### config.mk
export PLATFORM = sky130hd
export DESIGN_NAME = bus_slave_mem_flat
export DESIGN_NICKNAME = d
export VERILOG_FILES = /design/src/rtl/bus_slave_mem_if.sv /design/src/rtl/bus_slave_mem.sv /design/src/flat_wrapper.sv
export SDC_FILE = /design/constraint.sdc
export NUM_CORES = 1
export LEC_CHECK = 0
export CAP_MARGIN = 15
export CELL_PAD_IN_SITES_DETAIL_PLACEMENT = 1
export CELL_PAD_IN_SITES_GLOBAL_PLACEMENT = 2
export CORE_MARGIN = 4
export CORE_UTILIZATION = 53
export DETAILED_ROUTE_END_ITERATION = 10
export PLACE_DENSITY_LB_ADDON = 0.1
export SETUP_SLACK_MARGIN = 0.1
export SLEW_MARGIN = 20
export SYNTH_ARGS = -nofsm -noshare
export SYNTH_HDL_FRONTEND = slang
export SYNTH_SLANG_ARGS = --single-unit
### constraint.sdc
create_clock -name clk -period 4.94 [get_ports clk]
set_input_delay 0.494 -clock clk [delete_from_list [all_inputs] [get_ports clk]]
set_output_delay 0.494 -clock clk [all_outputs]
set_load 0.1 [all_outputs]
### src/rtl/bus_slave_mem_if.sv
// Bus slave interface: select/direction/address/write data in, registered read data and completion pulses out.
interface bus_slave_mem_if;
    logic        S_sel;
    logic        S_wr;
    logic [7:0]  S_address;
    logic [31:0] S_din;
    logic [31:0] S_dout;
    logic        S_ack;
    logic        S_err;

    modport master (
        output S_sel, S_wr, S_address, S_din,
        input  S_dout, S_ack, S_err
    );

    modport slave (
        input  S_sel, S_wr, S_address, S_din,
        output S_dout, S_ack, S_err
    );
endinterface

### src/rtl/bus_slave_mem.sv
// 32x32 memory slave with programmable wait states; requests are captured on select and completed with ack or err.
module bus_slave_mem #(
    parameter logic [7:0]  BASE_ADDR   = 8'h00,
    parameter int unsigned WAIT_CYCLES = 1
) (
    input  logic           clk,
    input  logic           reset,
    bus_slave_mem_if.slave bus
);
    typedef enum logic [1:0] {IDLE, WAIT, DONE} state_t;

    localparam logic [2:0] WAIT_INIT = 3'(WAIT_CYCLES);
    localparam logic [8:0] ADDR_LO   = {1'b0, BASE_ADDR};

    state_t      state_q, state_d;
    logic [2:0]  cnt_q, cnt_d;
    logic        wr_q, wr_d;
    logic [7:0]  addr_q, addr_d;
    logic [31:0] wdata_q, wdata_d;
    logic [31:0] dout_q, dout_d;
    logic        ack_q, ack_d;
    logic        err_q, err_d;

    logic [31:0] mem_q [32];
    logic        mem_we;
    logic [8:0]  offset;
    logic        in_range;
    logic [4:0]  idx;

    // 9-bit offset: an address below the base wraps to >= 257, so one bound check covers both ends.
    assign offset   = {1'b0, addr_q} - ADDR_LO;
    assign in_range = (offset[8:5] == '0);
    assign idx      = offset[4:0];

    always_ff @(posedge clk or posedge reset) begin
        if (reset) begin
            state_q <= IDLE;
            cnt_q   <= '0;
            wr_q    <= 1'b0;
            addr_q  <= '0;
            wdata_q <= '0;
            dout_q  <= '0;
            ack_q   <= 1'b0;
            err_q   <= 1'b0;
        end else begin
            state_q <= state_d;
            cnt_q   <= cnt_d;
            wr_q    <= wr_d;
            addr_q  <= addr_d;
            wdata_q <= wdata_d;
            dout_q  <= dout_d;
            ack_q   <= ack_d;
            err_q   <= err_d;
        end
    end

    always_ff @(posedge clk) begin
        if (mem_we) begin
            mem_q[idx] <= wdata_q;
        end
    end

    always_comb begin
        state_d = state_q;
        cnt_d   = cnt_q;
        wr_d    = wr_q;
        addr_d  = addr_q;
        wdata_d = wdata_q;
        dout_d  = dout_q;
        ack_d   = 1'b0;
        err_d   = 1'b0;
        mem_we  = 1'b0;
        unique case (state_q)
            IDLE: begin
                if (bus.S_sel) begin
                    wr_d    = bus.S_wr;
                    addr_d  = bus.S_address;
                    wdata_d = bus.S_din;
                    cnt_d   = WAIT_INIT;
                    state_d = (WAIT_CYCLES > 0) ? WAIT : DONE;
                end
            end
            WAIT: begin
                if (!bus.S_sel) begin
                    state_d = IDLE;
                    cnt_d   = '0;
                end else if (cnt_q <= 3'd1) begin
                    state_d = DONE;
                    cnt_d   = '0;
                end else begin
                    cnt_d = cnt_q - 3'd1;
                end
            end
            DONE: begin
                state_d = IDLE;
                if (bus.S_sel) begin
                    if (in_range) begin
                        ack_d = 1'b1;
                        if (wr_q) begin
                            mem_we = 1'b1;
                        end else begin
                            dout_d = mem_q[idx];
                        end
                    end else begin
                        err_d = 1'b1;
                    end
                end
            end
            default: state_d = IDLE;
        endcase
    end

    assign bus.S_dout = dout_q;
    assign bus.S_ack  = ack_q;
    assign bus.S_err  = err_q;
endmodule

### src/flat_wrapper.sv
// flat-port wrapper written by rule: the top's interface ports become plain ports
module bus_slave_mem_flat 
#(
    parameter logic [7:0]  BASE_ADDR   = 8'h00,
    parameter int unsigned WAIT_CYCLES = 1
)
  (clk, reset, bus_S_sel, bus_S_wr, bus_S_address, bus_S_din, bus_S_dout, bus_S_ack, bus_S_err);
  bus_slave_mem_if bus_i ();
  input  logic clk;
  input  logic reset;
  input wire logic [$bits(bus_i.S_sel)-1:0] bus_S_sel;
  input wire logic [$bits(bus_i.S_wr)-1:0] bus_S_wr;
  input wire logic [$bits(bus_i.S_address)-1:0] bus_S_address;
  input wire logic [$bits(bus_i.S_din)-1:0] bus_S_din;
  output wire logic [$bits(bus_i.S_dout)-1:0] bus_S_dout;
  output wire logic [$bits(bus_i.S_ack)-1:0] bus_S_ack;
  output wire logic [$bits(bus_i.S_err)-1:0] bus_S_err;
  assign bus_i.S_sel = bus_S_sel;
  assign bus_i.S_wr = bus_S_wr;
  assign bus_i.S_address = bus_S_address;
  assign bus_i.S_din = bus_S_din;
  assign bus_S_dout = bus_i.S_dout;
  assign bus_S_ack = bus_i.S_ack;
  assign bus_S_err = bus_i.S_err;
  bus_slave_mem #(.BASE_ADDR(BASE_ADDR), .WAIT_CYCLES(WAIT_CYCLES)) u_core (.clk(clk), .reset(reset), .bus(bus_i));
endmodule
==> out/results.txt, run 1 <==
Status: complete, no violations
Router iterations before antenna repair: 5
Via/cell ratio: 6.282
DR WL/cell: 32.62 um
Count of final setup violators: 0
Post-layout nets: 2280
Initial Utilization: 0.5343
Synth area leaders: edfxtp_1 (73%), mux4_2 (7.3%), mux2i_1 (5.6%)
CP required: 5310 ps
DIE HEIGHT: 290.0 um
Diode count: 0
Average cell area after synthesis: 20.21 um^2
Yosys cell types: 57
Max Fclk: 294.4 MHz
Final Cell Area: 48250 um^2
Register area share after synthesis: 0.7771
Fin Setup TNS: 0 ps
DR DRC count: 0
Vias in the first global route: 22539
Crit-path cells: buf_4 -> nand4b_1 -> buf_4 -> nor2_4 -> buf_4
Post-synth top area share: 0.7296
Sw Ratio: 0.3198
RSZ-0062 raised after global routing: no
Ratio of cells with drive above 1 in the final layout: 0.2143
Routed Wire Length: 110200 um
Initial antenna violation count: 1
Comb pwr share: 0.226
Area Growth Syn to Fin: 14.50%
Die area: 84090 um^2
Max Buffers Root-to-Sink: 3
Worst Reg-to-Reg Cells: 5
GRT Total Usage: 0.2635
Max-slew violation count: 0
WS Path Type: reg -> reg
Synth warn: 0
Mapped cell area: 42140 um^2
Net Switching: 9.099 mW
Slew HR: 0.2451
Core area: 78870 um^2
Post-DP HPWL: 68090 um
PostCTS Resize Cnt: 0
Number of clock sinks: 1104
Fill count: 6638
Leading area contributor after synthesis: edfxtp_1
Initial drt markers: 2300
CTS Buf Count: 110
Placed instance area: 44520 um^2
Fin. Hold Viols: 0
First-pass GRT wire length: 160700 um
Synth top cells by count: edfxtp_1 (1024), mux2i_1 (235), mux4_2 (137)
Synth Net Count: 2131
Antenna-violating nets left: 0
Postcts setup bufs: 0
Crit path max fanout: 46
H-tree level count: 3
Count leader, synth: edfxtp_1
Most used DFF post-synth: edfxtp_1
CP max stage delay: 900 ps
P_leak: 15.92 nW
Worst endpoint data arrival time: 3760 ps
Clock power frac: 0.300
Post-CTS Hold Buffers: 0
Total congestion overflow: 0
Final worst path period need: 3397 ps
FF+latch count, synth: 1104
Via count: 21219
WHS: 349.3 ps
Power Density: 589.6 nW/um^2
Sequential Power Share: 0.474
CP startpoint kind: flop
Post-Syn Instances: 2085
Clock slew at reported path FFs: 60 ps
Multi-input logic area: 8967 um^2
Reg area: 32800 um^2
Root Driver: clkbuf_16
Largest net degree at the start of global routing: 74
Top Ports: 78
CP dominant cell by count: buf_4
Max cap viols: 0
Least-Margin Pin Slew: 1127 ps
Post-synth ARST share: 0.07246
Total Power: 28.45 mW
FP Rows: 103
Final Util: 0.6118
CTS tree: yes
Die width: 290.0 um
Internal Power: 19.35 mW
Clk_lat worst skew: 680 ps
Max rail drop VDD: 437.4 uV
Post-synth EDFFs: 1024
Worst Setup End Kind: flop
Tcrit/Tclk final: 0.6876
Hold WC Path Type: in -> async
Worst path slowest cell: dfrtp_4
Port bufs: 77
RD Place Congestion: 0.8049
Clock skew: 24.46 ps
## routing by layer
layer / routed length (um) / global-route usage
met3: 8500 / 0.06337
met1: 46550 / 0.3793
met5: 13 / 0
met4: 2153 / 0.05853
met2: 52980 / 0.4173
## path summary, 6_finish.rpt
kind,startpoint,endpoint,slack [ps]
max,u_core.addr_q[0],u_core.mem_q[13][30],1540
min,reset,u_core.bus.S_err,350
max reg2reg,u_core.addr_q[0],u_core.mem_q[13][30],1540
min reg2reg,u_core.bus.S_dout[23],u_core.bus.S_dout[23],510
max in group asynchronous,reset,u_core.wdata_q[7],3490
min in group clk,bus_S_din[5],u_core.wdata_q[5],430
## layout by cell type (no fill, tap or decap), drive strengths merged, types with 7 or more instances in the layout
| master | netlist | routed |
|---|---|---|
| a21oi | 25 | 25 |
| a221oi | 14 | 14 |
| a22o | 8 | 8 |
| a22oi | 24 | 24 |
| a31oi | 13 | 13 |
| buf | 89 | 74 |
| bufinv | 0 | 15 |
| clkbuf | 25 | 148 |
| clkdlybuf4s50 | 0 | 77 |
| clkinv | 0 | 36 |
| dfrtp | 80 | 80 |
| edfxtp | 1024 | 1024 |
| mux2 | 51 | 51 |
| mux2i | 235 | 235 |
| mux4 | 137 | 137 |
| nand2 | 53 | 53 |
| nand3 | 14 | 14 |
| nor2 | 60 | 60 |
| nor2b | 10 | 10 |
| nor3 | 28 | 28 |
| o2111ai | 8 | 8 |
| o21ai | 7 | 7 |
| o22a | 13 | 13 |
| o22ai | 100 | 100 |
## worst max-delay path, delay by kind of cell, from the launching register on
kind / cells / cell delay, ps
simple gates: 2 / 930
flops: 1 / 900
buf+inv: 3 / 1170
## sequential cells by signal, indices dropped and copies added, names as in the netlist
signal,count
u_core.mem_q,1024
u_core.bus.S_dout,32
u_core.wdata_q,32
u_core.addr_q,8
u_core.cnt_q,3
u_core.state_q,2
u_core.bus.S_ack,1
u_core.bus.S_err,1
u_core.wr_q,1
## cells by family (layout without fill, tap and decap cells)
logic type                 after synthesis  in the layout  synth area share
buffers and inverters                  117            360           0.01633
AOI/OAI and AO/OA                      228            228           0.03693
adders and majority gates                2              2         0.0005937
and+or+nand+nor                        211            211           0.02636
DFF                                   1104           1104            0.7771
muxes                                  423            423            0.1427
## layout make-up
cell class                 count  share of cell area
multi-input combinational    864              0.1858
inverter                       3           0.0002852
clock buffer                 148             0.06275
sequential                  1104              0.6796
tap                         1050             0.02723
clock inverter                58             0.01403
timing repair buffer         151             0.03023
## power by group through the flow
stage	sequential, mW	clock (mW)	combinational, mW
after CTS	13.5	8.68	6.47
after floorplan	13.3	0	4.13
after detailed placement	13.7	0	6.42
after global placement	13.6	0	6.25
after global routing	13.6	9.10	6.82
final	13.5	8.54	6.44
## metrics by stage
| step | std cells | setup slack [ps] |
|---|---|---|
| floorplan | 2085 | 1667 |
| global placement | 3170 | 1298 |
| detailed placement | 3172 | 1266 |
| CTS | 3378 | 1466 |
| global route | 3378 | 1344 |
| finish | 3378 | 1543 |
Power figures use the tool's default switching activity.
==> run 2, diff against run 1 <==
--- a/config.mk
+++ b/config.mk
@@ -9,7 +9,7 @@
 export CELL_PAD_IN_SITES_DETAIL_PLACEMENT = 1
 export CELL_PAD_IN_SITES_GLOBAL_PLACEMENT = 2
 export CORE_MARGIN = 4
-export CORE_UTILIZATION = 53
+export CORE_UTILIZATION = 49
 export DETAILED_ROUTE_END_ITERATION = 10
 export PLACE_DENSITY_LB_ADDON = 0.1
 export SETUP_SLACK_MARGIN = 0.1
==> constraint.sdc (replaced) <==
create_clock -name clk -period 3.26 [get_ports clk]
set_input_delay 0.326 -clock clk [delete_from_list [all_inputs] [get_ports clk]]
set_output_delay 0.326 -clock clk [all_outputs]
set_load 0.1 [all_outputs]
==> run 2 against run 1 <==
Compared with the run above: clock-buffer cell count shrank 7; first-iteration DRC count shrank 11%; critical path depth did not move; design area rose by 2.1%; utilization is 3.4 points lower; sequential share of layout area down 1.5 points; clock skew is essentially flat.
==> out/results.txt, run 2 (synthesis gave the netlist of run 1 again) <==
CP dominant cell by count: buf_4
Initial antenna violation count: 1
CP startpoint: u_core.addr_q[3]
CTS Buf Count: 112
Max reg flops: 1024
Delay-heaviest family, CP: simple AND/OR/NAND/NOR gates
Clock skew: 24.40 ps
Die width: 301.3 um
Die area: 90760 um^2
Tcrit/Tclk final: 0.8511
Port bufs: 77
Status: complete, no violations
DIE HEIGHT: 301.3 um
CP max stage delay: 700 ps
Total Power: 43.84 mW
Routed Wire Length: 115300 um
DR WL/cell: 32.56 um
Router iterations before antenna repair: 5
Antenna-violating nets left: 0
Layout Cells excl Fill: 3541
Via/cell ratio: 6.108
Largest net degree at the start of global routing: 50
Count of final setup violators: 0
Sw Ratio: 0.3138
Number of clock sinks: 1104
Comb pwr share: 0.233
Top Ports: 78
Crit path max fanout: 20
DR DRC count: 0
Ratio of cells with drive above 1 in the final layout: 0.2407
Reg area: 32790 um^2
Max cap viols: 0
WS Path Type: reg -> reg
Crit path buf inv count: 2
Final worst path period need: 2775 ps
Max-slew violation count: 0
Total congestion overflow: 0
Internal Power: 30.09 mW
Clk_lat worst skew: 670 ps
Max rail drop VDD: 685.5 uV
PostCTS Resize Cnt: 0
Initial drt markers: 2058
P_leak: 16.45 nW
CP required: 3570 ps
Vias in the first global route: 22938
Max Buffers Root-to-Sink: 3
RSZ-0062 raised after global routing: no
Fill count: 7243
First-pass GRT wire length: 167200 um
Post-DP HPWL: 69420 um
CP startpoint kind: flop
Max Fclk: 360.4 MHz
Postcts setup bufs: 0
Worst path slowest cell: dfrtp_1
Worst endpoint data arrival time: 3090 ps
Largest Register: u_core.mem_q
CTS tree: yes
Clock slew at reported path FFs: 60 ps
Most common cell after layout, fill and taps aside: edfxtp_1
Post-layout nets: 2348
Initial Utilization: 0.4942
Clock power frac: 0.307
Hold WC Path Type: in -> async
Sequential Power Share: 0.460
Post-CTS Hold Buffers: 0
H-tree level count: 3
Least-Margin Pin Slew: 1087 ps
Post-place setup slack: 473.5 ps
FP Rows: 107
Fin Setup TNS: 0 ps
Multi-input logic area: 8961 um^2
Core area: 85280 um^2
Fin. Hold Viols: 0
Net Switching: 13.76 mW
Slew HR: 0.2752
RD Place Congestion: 0.7879
Placed insts: 3332
Final worst setup slack: 485.5 ps
GRT Total Usage: 0.2582
Worst Setup End Kind: flop
Most frequent cells in the layout: edfxtp_1 (1024), mux2i_1 (235), mux4_2 (137), buf_4 (115), clkbuf_16 (114)
Power Density: 889.5 nW/um^2
Final Util: 0.5780
Diode count: 0
FF-to-FF Start: u_core.addr_q[3]
Root Driver: clkbuf_16
Via count: 21627
Crit-path cells: buf_4 -> nor2b_1 -> nand2_1 -> nor2_4 -> buf_4
Area Growth Syn to Fin: 16.96%
==> run 2: cell count changes in the layout (fill, tap and decap cells not counted), moves of 5 or more <==
cell	change
dfrtp_2	-8
buf_12	+27
clkinv_2	+6
clkdlybuf4s50_1	-11
buf_4	+51
clkbuf_1	-5
dfrtp_1	+8
bufinv_16	+5
==> run 2: cell type report <==
type | count | share of cell area
multi-input cells | 864 | 0.1818
repair buffers | 217 | 0.04554
clock inverters | 68 | 0.01726
flip-flops and latches | 1104 | 0.6651
well taps | 1144 | 0.02904
inverters | 3 | 0.0002792
clock buffers | 141 | 0.06095
==> run 2: metrics by stage <==
step                      hold slack, ps  cell area, um^2
after floorplan                    448.5            42140
after global placement             468.3            45410
after detailed placement           498.3            45410
after CTS                          88.10            49270
after global routing               104.6            49290
final                              83.19            49290
==> run 2: final timing paths <==
| path | endpoint | slack [ps] | cells after the start |
|---|---|---|---|
| setup / recovery | u_core.mem_q[26][14] | 490 | 5 |
| hold / removal | u_core.addr_q[6] | 80 | 2 |
| min in group clk | u_core.wdata_q[0] | 260 | 2 |
| setup reg to reg | u_core.mem_q[26][14] | 490 | 5 |
| hold reg to reg | u_core.wdata_q[12] | 510 | 1 |
| max in group asynchronous | u_core.wdata_q[17] | 2300 | 3 |
==> run 2: layer usage <==
metal	track usage	wire length [um]	share of wire
met1	0.3779	50630	0.44
met2	0.4139	55390	0.48
met3	0.04859	7475	0.065
met4	0.04970	1801	0.016
met5	0	0	0
==> run 2: power groups by stage <==
| stage | logic [mW] | clock network, mW | registers, mW |
|---|---|---|---|
| floorplan | 6.26 | 0 | 20.1 |
| global placement | 10.1 | 0 | 20.3 |
| detailed placement | 10.2 | 0 | 20.5 |
| CTS | 10.3 | 13.7 | 20.2 |
| global route | 10.8 | 14.3 | 20.4 |
| finish | 10.2 | 13.4 | 20.2 |
==> run 2: worst reg2reg max path, cell delays in order (launching register included) <==
cell and delay, ps:
dfrtp_1 700, buf_4 290, nor2b_1 420, nand2_1 370, nor2_4 210, buf_4 410
==> run 3, diff against run 2 <==
--- a/config.mk
+++ b/config.mk
@@ -9,7 +9,7 @@
 export CELL_PAD_IN_SITES_DETAIL_PLACEMENT = 1
 export CELL_PAD_IN_SITES_GLOBAL_PLACEMENT = 2
 export CORE_MARGIN = 4
-export CORE_UTILIZATION = 49
+export CORE_UTILIZATION = 53
 export DETAILED_ROUTE_END_ITERATION = 10
 export PLACE_DENSITY_LB_ADDON = 0.1
 export SETUP_SLACK_MARGIN = 0.1
==> constraint.sdc (replaced) <==
create_clock -name clk -period 3.2 [get_ports clk]
set_input_delay 0.32 -clock clk [delete_from_list [all_inputs] [get_ports clk]]
set_output_delay 0.32 -clock clk [all_outputs]
set_load 0.1 [all_outputs]
==> run 3 against run 2 <==
Compared with the run above: utilization is 4.3 points higher; sequential share of layout area rose by 0.44 points; worst hold slack better by 62 ps; first-iteration DRC count is 16% higher; design area decreased by 0.64%; critical path depth up 1; critical path type unchanged; highest routed layer is now met5.
==> out/results.txt, run 3 (synthesis gave the netlist of run 1 again) <==
Most common cell after layout, fill and taps aside: edfxtp_1
GRT Total Usage: 0.2662
Clock slew at reported path FFs: 60 ps
CP startpoint kind: flop
Slew HR: 0.3152
Port bufs: 77
Met1 GRT Util: 0.3826
Final Cell Area: 48970 um^2
First-pass GRT wire length: 163000 um
Router iterations before antenna repair: 5
Total Power: 44.28 mW
Fin. Hold Viols: 0
Antenna-violating nets left: 0
Root Driver: clkbuf_16
Area Growth Syn to Fin: 16.20%
Postcts setup bufs: 0
Via count: 21686
Reg-to-reg slack, setup: 480 ps
Worst endpoint data arrival time: 3300 ps
Clock skew: 23.92 ps
M2 GR Usage: 0.4234
Max cap viols: 0
P_leak: 16.40 nW
Total congestion overflow: 0
Routed Wire Length: 111400 um
Layout Cells excl Fill: 3458
Hold WC Path Type: in -> async
Least-Margin Pin Slew: 1023 ps
Die width: 290.0 um
Crit path max fanout: 35
DR DRC count: 0
RD Place Congestion: 0.8256
Post-DP HPWL: 69490 um
Initial Utilization: 0.5343
Final worst path period need: 2716 ps
Busiest grt layer: met2
Largest Register: u_core.mem_q
Number of clock sinks: 1104
Die area: 84090 um^2
RSZ-0062 raised after global routing: no
CTS Buf Count: 111
DR WL/cell: 32.22 um
Vias in the first global route: 23146
GRT met3 Usage: 0.06161
CP required: 3780 ps
Max reg flops: 1024
Max Buffers Root-to-Sink: 3
PostCTS Resize Cnt: 0
Status: complete, no violations
Max-slew violation count: 0
Worst Setup End Kind: flop
FP Rows: 103
DIE HEIGHT: 290.0 um
Initial antenna violation count: 2
Placed insts: 3247
Largest net degree at the start of global routing: 49
WS Path Type: reg -> reg
Clk_lat worst skew: 670 ps
Most frequent cells in the layout: edfxtp_1 (1024), mux2i_1 (235), mux4_2 (137), buf_4 (136), clkbuf_16 (115)
Initial drt markers: 2385
Max rail drop VDD: 712.3 uV
Via/cell ratio: 6.271
Post-CTS Hold Buffers: 0
Core area: 78870 um^2
FF-to-FF Start: u_core.addr_q[0]
Max Fclk: 368.1 MHz
Fin Setup TNS: 0 ps
Power Density: 904.1 nW/um^2
Post-layout nets: 2356
CTS tree: yes
Count of final setup violators: 0
Ratio of cells with drive above 1 in the final layout: 0.2469
Top Ports: 78
Tcrit/Tclk final: 0.8489
H-tree level count: 3
Placed instance area: 45260 um^2
Worst Reg-to-Reg Cells: 6
RR Endpoint: u_core.bus.S_dout[22]
run 3: cell types whose count changed in the layout (fill, tap and decap cells not counted), sizes merged:
cell	delta
buf	+14
clkinvlp	-1
inv	+1
bufinv	-9
clkinv	+9
clkdlybuf4s50	-5
diode	+2
run 3: critical path, cell delays in order, from the launching register on:
cell	delay, ps
dfrtp_4	830
or4b_1	900
buf_4	300
o22ai_1	200
nor3_1	100
and3_1	200
a21oi_1	110
run 3: metal layers:
layer / up-vias / part of all wire
li1: 9052 / -
met1: 11669 / 0.42
met2: 838 / 0.48
met3: 125 / 0.084
met4: 2 / 0.016
met5: - / 0.00012
run 3: where the power goes:
group / internal [mW] / total (mW) / switching, mW
combinational: 4.30 / 11.0 / 6.67
clock: 7.63 / 13.0 / 5.38
sequential: 18.1 / 20.3 / 2.16
total: 30.1 / 44.3 / 14.2
run 3: cell type report:
cell class	instances	area (um^2)
Sequential cell	1104	32790
Fill cell	6653	29900
Multi-Input combinational cell	864	8961
Clock buffer	141	3065
Timing Repair Buffer	226	2212
Tap cell	1050	1314
Clock inverter	68	611.8
Inverter	3	13.76
Antenna cell	2	5.005
run 3: worst max path at each step:
stage	from	to	slack, ps	cells after the start
after global routing	u_core.addr_q[1]	u_core.bus.S_dout[15]	360	7
after CTS	u_core.addr_q[1]	u_core.bus.S_dout[29]	510	7
after floorplan	u_core.addr_q[0]	u_core.mem_q[29][0]	-70	6
after global placement	bus_S_sel	u_core.mem_q[12][31]	320	9
final	u_core.addr_q[0]	u_core.bus.S_dout[22]	480	6
after detailed placement	bus_S_sel	u_core.mem_q[4][31]	320	9
run 3: stage by stage:
| stage | utilization | hold WS (ps) | worst slack, ps |
|---|---|---|---|
| global route | 0.6209 | 173.5 | 362.6 |
| CTS | 0.6205 | 143.2 | 514.2 |
| finish | 0.6209 | 144.8 | 483.6 |
| global placement | 0.5739 | 465.8 | 320.0 |
| floorplan | - | 448.5 | -72.51 |
| detailed placement | 0.5739 | 497.0 | 317.5 |
